<file path="src/rtl/card_click_decoder_pkg.sv">
// Shared card geometry and address sizes, common to this decoder and the card position generator.
package card_click_decoder_pkg;

  localparam int COORD_W  = 12;
  localparam int ADDR_W   = 5;
  localparam int NUM_W    = 5;
  localparam int QUOT_W   = 3;

  localparam int ORIGIN_X = 104;
  localparam int ORIGIN_Y = 80;
  localparam int CARD_W   = 128;
  localparam int CARD_H   = 128;
  localparam int PITCH_X  = 144;
  localparam int PITCH_Y  = 144;
  localparam int COLS     = 6;
  localparam int ROWS_MAX = 4;

  typedef logic [COORD_W-1:0] coord_t;
  typedef logic [ADDR_W-1:0]  addr_t;
  typedef logic [NUM_W-1:0]   num_t;
  typedef logic [QUOT_W-1:0]  quot_t;

  // One bit wider than an address so an out-of-range slot never aliases a real card.
  function automatic logic [ADDR_W:0] cardAddr(input quot_t row, input quot_t col);
    return (ADDR_W+1)'(row) * (ADDR_W+1)'(COLS) + (ADDR_W+1)'(col);
  endfunction

endpackage

</file>
<file path="src/rtl/card_click_decoder_if.sv">
// Mouse/core-side signal bundle of the card click decoder.
interface card_click_decoder_if;
  import card_click_decoder_pkg::*;

  coord_t mouse_xpos;
  coord_t mouse_ypos;
  logic   mouse_left;
  logic   wait_for_click_en;
  num_t   num_of_cards;
  addr_t  card_clicked_address;
  addr_t  card_to_test_address;
  logic   card_pressed;
  logic   busy;

  modport master (
    output mouse_xpos, mouse_ypos, mouse_left, wait_for_click_en, num_of_cards,
    input  card_clicked_address, card_to_test_address, card_pressed, busy
  );

  modport slave (
    input  mouse_xpos, mouse_ypos, mouse_left, wait_for_click_en, num_of_cards,
    output card_clicked_address, card_to_test_address, card_pressed, busy
  );

endinterface

</file>
<file path="src/rtl/card_click_decoder_pitch_divider.sv">
// Iterative-subtraction quotient/remainder by a fixed pitch, one subtraction per step,
// flagging overflow when another subtraction is needed but the quotient is at its limit.
module card_click_decoder_pitch_divider
  import card_click_decoder_pkg::*;
#(
  parameter int PITCH = 144,
  parameter int LIMIT = 5
) (
  input  logic   clk,
  input  logic   rst,
  input  logic   load_i,
  input  coord_t value_i,
  input  logic   step_i,
  output quot_t  quot_o,
  output coord_t rem_o,
  output logic   done_o,
  output logic   ovf_o
);

  coord_t rem_q, rem_d;
  quot_t  quot_q, quot_d;
  logic   geq;

  assign geq    = rem_q >= COORD_W'(PITCH);
  assign done_o = !geq;
  assign ovf_o  = geq && (quot_q == QUOT_W'(LIMIT));
  assign quot_o = quot_q;
  assign rem_o  = rem_q;

  always_comb begin
    rem_d  = rem_q;
    quot_d = quot_q;
    if (load_i) begin
      rem_d  = value_i;
      quot_d = '0;
    end else if (step_i && geq && !ovf_o) begin
      rem_d  = rem_q - COORD_W'(PITCH);
      quot_d = quot_q + QUOT_W'(1);
    end
  end

  always_ff @(posedge clk) begin
    if (rst) begin
      rem_q  <= '0;
      quot_q <= '0;
    end else begin
      rem_q  <= rem_d;
      quot_q <= quot_d;
    end
  end

endmodule

</file>
<file path="src/rtl/card_click_decoder.sv">
// Turns a left-button press edge at pixel (x,y) into a card address plus a one-cycle
// card_pressed pulse, rejecting gaps, off-grid positions, unused slots and disabled windows.
module card_click_decoder
  import card_click_decoder_pkg::*;
(
  input  logic                 clk,
  input  logic                 rst,
  card_click_decoder_if.slave  bus
);

  localparam logic [2:0] IDLE  = 3'd0;
  localparam logic [2:0] DIV_X = 3'd1;
  localparam logic [2:0] DIV_Y = 3'd2;
  localparam logic [2:0] CHECK = 3'd3;
  localparam logic [2:0] PULSE = 3'd4;

  logic [2:0]      state_q, state_d;
  logic            leftHist_q;
  addr_t           addr_q, addr_d;
  logic            pressed_q;
  logic            busy_q;

  logic            accept, inGrid, loadDiv, enable;
  quot_t           col, row;
  coord_t          xRem, yRem;
  logic            xDone, xOvf, yDone, yOvf;
  logic [ADDR_W:0] slotAddr;
  logic            hit;

  assign enable  = bus.wait_for_click_en;
  assign accept  = (state_q == IDLE) && enable && bus.mouse_left && !leftHist_q;
  assign inGrid  = (bus.mouse_xpos >= COORD_W'(ORIGIN_X)) && (bus.mouse_ypos >= COORD_W'(ORIGIN_Y));
  assign loadDiv = accept && inGrid;

  card_click_decoder_pitch_divider #(.PITCH(PITCH_X), .LIMIT(COLS - 1)) xDiv (
    .clk    (clk),
    .rst    (rst),
    .load_i (loadDiv),
    .value_i(bus.mouse_xpos - COORD_W'(ORIGIN_X)),
    .step_i ((state_q == DIV_X) && enable),
    .quot_o (col),
    .rem_o  (xRem),
    .done_o (xDone),
    .ovf_o  (xOvf)
  );

  card_click_decoder_pitch_divider #(.PITCH(PITCH_Y), .LIMIT(ROWS_MAX - 1)) yDiv (
    .clk    (clk),
    .rst    (rst),
    .load_i (loadDiv),
    .value_i(bus.mouse_ypos - COORD_W'(ORIGIN_Y)),
    .step_i ((state_q == DIV_Y) && enable),
    .quot_o (row),
    .rem_o  (yRem),
    .done_o (yDone),
    .ovf_o  (yOvf)
  );

  assign slotAddr = cardAddr(row, col);
  assign hit      = (xRem < COORD_W'(CARD_W)) && (yRem < COORD_W'(CARD_H))
                 && (slotAddr < {1'b0, bus.num_of_cards});

  // Dropping the click window aborts any decode in flight; a reached PULSE still completes.
  always_comb begin
    state_d = state_q;
    addr_d  = addr_q;
    case (state_q)
      IDLE:  if (loadDiv) state_d = DIV_X;
      DIV_X: begin
        if (!enable || xOvf) state_d = IDLE;
        else if (xDone)      state_d = DIV_Y;
      end
      DIV_Y: begin
        if (!enable || yOvf) state_d = IDLE;
        else if (yDone)      state_d = CHECK;
      end
      CHECK: begin
        if (enable && hit) begin
          addr_d  = slotAddr[ADDR_W-1:0];
          state_d = PULSE;
        end else begin
          state_d = IDLE;
        end
      end
      PULSE:   state_d = IDLE;
      default: state_d = IDLE;
    endcase
  end

  always_ff @(posedge clk) begin
    if (rst) begin
      state_q    <= IDLE;
      leftHist_q <= 1'b0;
      addr_q     <= '0;
      pressed_q  <= 1'b0;
      busy_q     <= 1'b0;
    end else begin
      state_q    <= state_d;
      leftHist_q <= bus.mouse_left;
      addr_q     <= addr_d;
      pressed_q  <= (state_d == PULSE);
      busy_q     <= (state_d != IDLE);
    end
  end

  assign bus.card_clicked_address = addr_q;
  assign bus.card_to_test_address = addr_q;
  assign bus.card_pressed         = pressed_q;
  assign bus.busy                 = busy_q;

endmodule

</file>
<file path="src/flat_wrapper.sv">
// flat-port wrapper written by rule: the top's interface ports become plain ports
module card_click_decoder_flat import card_click_decoder_pkg::*;
  (clk, rst, bus_mouse_xpos, bus_mouse_ypos, bus_mouse_left, bus_wait_for_click_en, bus_num_of_cards, bus_card_clicked_address, bus_card_to_test_address, bus_card_pressed, bus_busy);
  card_click_decoder_if bus_i ();
  input  logic clk;
  input  logic rst;
  input wire logic [$bits(bus_i.mouse_xpos)-1:0] bus_mouse_xpos;
  input wire logic [$bits(bus_i.mouse_ypos)-1:0] bus_mouse_ypos;
  input wire logic [$bits(bus_i.mouse_left)-1:0] bus_mouse_left;
  input wire logic [$bits(bus_i.wait_for_click_en)-1:0] bus_wait_for_click_en;
  input wire logic [$bits(bus_i.num_of_cards)-1:0] bus_num_of_cards;
  output wire logic [$bits(bus_i.card_clicked_address)-1:0] bus_card_clicked_address;
  output wire logic [$bits(bus_i.card_to_test_address)-1:0] bus_card_to_test_address;
  output wire logic [$bits(bus_i.card_pressed)-1:0] bus_card_pressed;
  output wire logic [$bits(bus_i.busy)-1:0] bus_busy;
  assign bus_i.mouse_xpos = bus_mouse_xpos;
  assign bus_i.mouse_ypos = bus_mouse_ypos;
  assign bus_i.mouse_left = bus_mouse_left;
  assign bus_i.wait_for_click_en = bus_wait_for_click_en;
  assign bus_i.num_of_cards = bus_num_of_cards;
  assign bus_card_clicked_address = bus_i.card_clicked_address;
  assign bus_card_to_test_address = bus_i.card_to_test_address;
  assign bus_card_pressed = bus_i.card_pressed;
  assign bus_busy = bus_i.busy;
  card_click_decoder u_core (.clk(clk), .rst(rst), .bus(bus_i));
endmodule
</file>
<file path="config.mk">
export PLATFORM = sky130hd
export DESIGN_NAME = card_click_decoder_flat
export DESIGN_NICKNAME = d
export VERILOG_FILES = /design/src/rtl/card_click_decoder_pkg.sv /design/src/rtl/card_click_decoder_if.sv /design/src/rtl/card_click_decoder_pitch_divider.sv /design/src/rtl/card_click_decoder.sv /design/src/flat_wrapper.sv
export SDC_FILE = /design/constraint.sdc
export NUM_CORES = 1
export LEC_CHECK = 0
export CAP_MARGIN = 10
export CORE_MARGIN = 2
export CORE_UTILIZATION = 40
export CTS_BUF_LIST = sky130_fd_sc_hd__clkbuf_16
export DETAILED_ROUTE_END_ITERATION = 16
export GPL_TIMING_DRIVEN = 0
export PLACE_DENSITY = 0.62
export SLEW_MARGIN = 5
export SYNTH_ARGS = -nofsm -noshare
export SYNTH_HDL_FRONTEND = slang
export SYNTH_SLANG_ARGS = --single-unit
</file>
<file path="constraint.sdc">
create_clock -name clk -period 6.1 [get_ports clk]
set_clock_uncertainty 0.05 [all_clocks]
set_input_delay 1.22 -clock clk [delete_from_list [all_inputs] [get_ports clk]]
set_output_delay 1.22 -clock clk [all_outputs]
set_load 0.1 [all_outputs]
</file>
==> results.tsv <==
metric	value	unit
outcome	complete, no violations	
worst r2r src	u_core.yDiv.quot_o[0]$_SDFFE_PP0P_	
post_cts resized	0	
Final Critical Period	3.46	ns
Reg clk slew, reported paths	0.06	ns
crit-path max FO	10	
type of the worst setup path	input port to flip-flop	
Pre-Repair DR Iteration Count	4	
clk_lat worst skew	0.28	ns
min-delay worst type	flip-flop to flip-flop	
Area after DPL	3220	µm²
Leak Pwr	0.00129	µW
Initial Util	0.419	
Routed wire per std cell	14.4	µm
Slew Limit Fails	0	
hold_sp	u_core.yDiv.rem_o[0]$_SDFFE_PP0P_	
Post-CTS Hold Buffers	0	
Routability Congestion	0.785	
final period utilization	0.567	
Post-route DRC	0	
CTS Buf Count	5	
routed wire length	6360	µm
Syn Nets	367	
critical path endpoint category	flip-flop	
Synth Flop Type	dfxtp_1	
Core Rows	29	
register area share after synthesis	0.305	
Cells after Synth	313	
FMAX	289	MHz
final worst slack	2.64	ns
vias per inst	5.18	
die area	7400	µm²
CTS tree	done	
DP HPWL	4890	µm
Startpoint Class	input port	
setup bufs post-CTS	0	
CORE AREA	6420	µm²
layout cells sized above 1	0.0852	
GRT overflow	0	
Synth area leaders	dfxtp_1 (30%), ha_1 (8.8%), xnor2_1 (4.6%)	
DP Worst Slack	2.34	ns
cell taking the most area after synthesis	dfxtp_1	
worst hold margin	0.405	ns
clock net sink count	41	
Critical Path AT	3.55	ns
Worst R2R Path Depth	11	
H-tree levels	2	
worst slew pin tran	0.982	ns
Mapped Avg Cell Area	8.60	µm²
synth-to-layout area growth	25.8	%
worst hold endpoint	u_core.yDiv.rem_o[0]$_SDFFE_PP0P_	
FF-to-FF setup slack	2.95	ns
Seq cells post-synth	41	
DIE HEIGHT	86.0	µm
hold-critical path depth	2	
pwr dens	211	nW/µm²
Bufs on Longest Clock Path	2	
largest net degree at the start of global routing	14	
initial antenna violation count	0	
Post-Syn Area	2690	µm²
Rel. slew slack	0.343	
antenna cells	0	
design area	3390	µm²
setup_tns	0	ns
first-pass GRT wire length	10900	µm
detailed-route via count	2284	
post-synth top area share	0.305	
Critical Path RT	6.20	ns
initial DRC count	116	
IO buf count	43	
Die W	86.0	µm
Hold Violations, Final	0	
Cell variety after synth	60	
number of flops mapped to enable cells by yosys	0	
Root Buffer	clkbuf_16	
Top Ports	45	
antenna viol nets, final	0	
Peak VDD IR	148	µV
vias in the first global route	2342	
Final Net Count	417	
Max-cap violations	0	
Synth warnings	0	
Tot GR Track Use	0.185	
RSZ-0062 raised after global routing	no	
Final setup viols	0	
RR Endpoint	u_core.bus.card_clicked_address[0]$_SDFFE_PP0P_	
Async SR Flop Fraction	0	
critical path, stage by stage:
cell and delay [ns]:
clkdlybuf4s50_1 0.50, ha_1 0.16, or3b_2 0.45, o2111ai_1 0.28
nand3_1 0.33, clkbuf_1 0.37, nand3_1 0.17, a31oi_1 0.08
per-layer routing:
metal / vias up / global-route usage / share of wire
met5: - / 0 / 0
met4: 0 / 0.0375 / 0.0072
met3: 4 / 0.0356 / 0.033
met2: 35 / 0.309 / 0.47
met1: 1051 / 0.249 / 0.49
li1: 1194 / - / -
per-stage QoR:
stage          instances   util  power, µW
6_report             441  0.527        714
5_1_grt              441  0.527        746
4_1_cts              441  0.527        720
3_5_place_dp         433  0.501        418
3_3_place_gp         433  0.501        417
2_1_floorplan        313      -        372
cells by family after synthesis:
logic type      count (synthesis)  synth area share
compound gates                 67             0.185
xor+xnor                       27            0.0878
fa+ha+maj                      21             0.103
buf+inv                        40            0.0664
flops                          41             0.305
mux                             8            0.0302
simple gates                  109             0.223
final cells by class:
| type | instances | area [µm²] |
|---|---|---|
| fillers | 610 | 3040 |
| multi-input cells | 232 | 1690 |
| flip-flops and latches | 41 | 821 |
| repair buffers | 43 | 430 |
| clock buffers | 5 | 125 |
| well taps | 77 | 96.3 |
| inverters | 25 | 93.8 |
| plain buffers | 15 | 85.1 |
| clock inverters | 3 | 42.5 |
cells in the mapped netlist (2+ instances only):
cell / n
o21ai_0: 8
o211ai_1: 2
nor3_1: 7
dfxtp_1: 41
o2111ai_1: 3
a21o_1: 2
nand3b_1: 4
o21a_1: 3
xor2_1: 13
a211oi_1: 13
nand3_1: 5
and3_1: 5
xnor2_1: 14
mux2i_1: 7
nand2_1: 26
clkbuf_1: 6
a21oi_1: 19
nor2_1: 28
buf_2: 2
fa_1: 2
or2_2: 2
nand2b_1: 5
nand4_1: 2
nor2b_1: 3
or3_1: 4
buf_4: 7
ha_1: 19
nor4_1: 5
inv_1: 25
layout by cell type (no fill, tap or decap), types with 8 or more instances in the layout:
cell             count
a211oi_1            13
a21oi_1             19
clkdlybuf4s50_1     43
dfxtp_1             41
ha_1                19
inv_1               26
nand2_1             26
nor2_1              28
o21ai_0              8
xnor2_1             14
xor2_1              13
how the worst max path moves through the flow:
stage                 startpoint                            endpoint  cells past startpoint
3_3_place_gp   bus_mouse_ypos[4]  u_core.xDiv.rem_o[11]$_SDFFE_PP0P_                      8
6_report       bus_mouse_ypos[4]  u_core.xDiv.rem_o[10]$_SDFFE_PP0P_                      8
5_1_grt        bus_mouse_ypos[4]  u_core.xDiv.rem_o[11]$_SDFFE_PP0P_                      8
2_1_floorplan  bus_mouse_ypos[5]   u_core.xDiv.rem_o[6]$_SDFFE_PP0P_                      8
3_5_place_dp   bus_mouse_ypos[4]  u_core.xDiv.rem_o[10]$_SDFFE_PP0P_                      8
4_1_cts        bus_mouse_ypos[4]  u_core.yDiv.rem_o[11]$_SDFFE_PP0P_                      8
power breakdown:
group          internal (µW)  switching [µW]  leakage (µW)
Sequential               280            12.9      0.000334
Clock                    192             109     0.0000852
Combinational           57.1            62.8      0.000871
Total                    529             184       0.00129
flip-flops by register name, indices dropped and copies added (netlist names):
signal and count:
u_core.yDiv.quot_o 3, u_core.state_q 3, u_core.xDiv.quot_o 3, u_core.bus.busy 1
u_core.yDiv.rem_o 12, u_core.bus.card_clicked_address 5, u_core.xDiv.rem_o 12, u_core.bus.card_pressed 1
u_core.leftHist_q 1
Power figures use the tool's default switching activity.
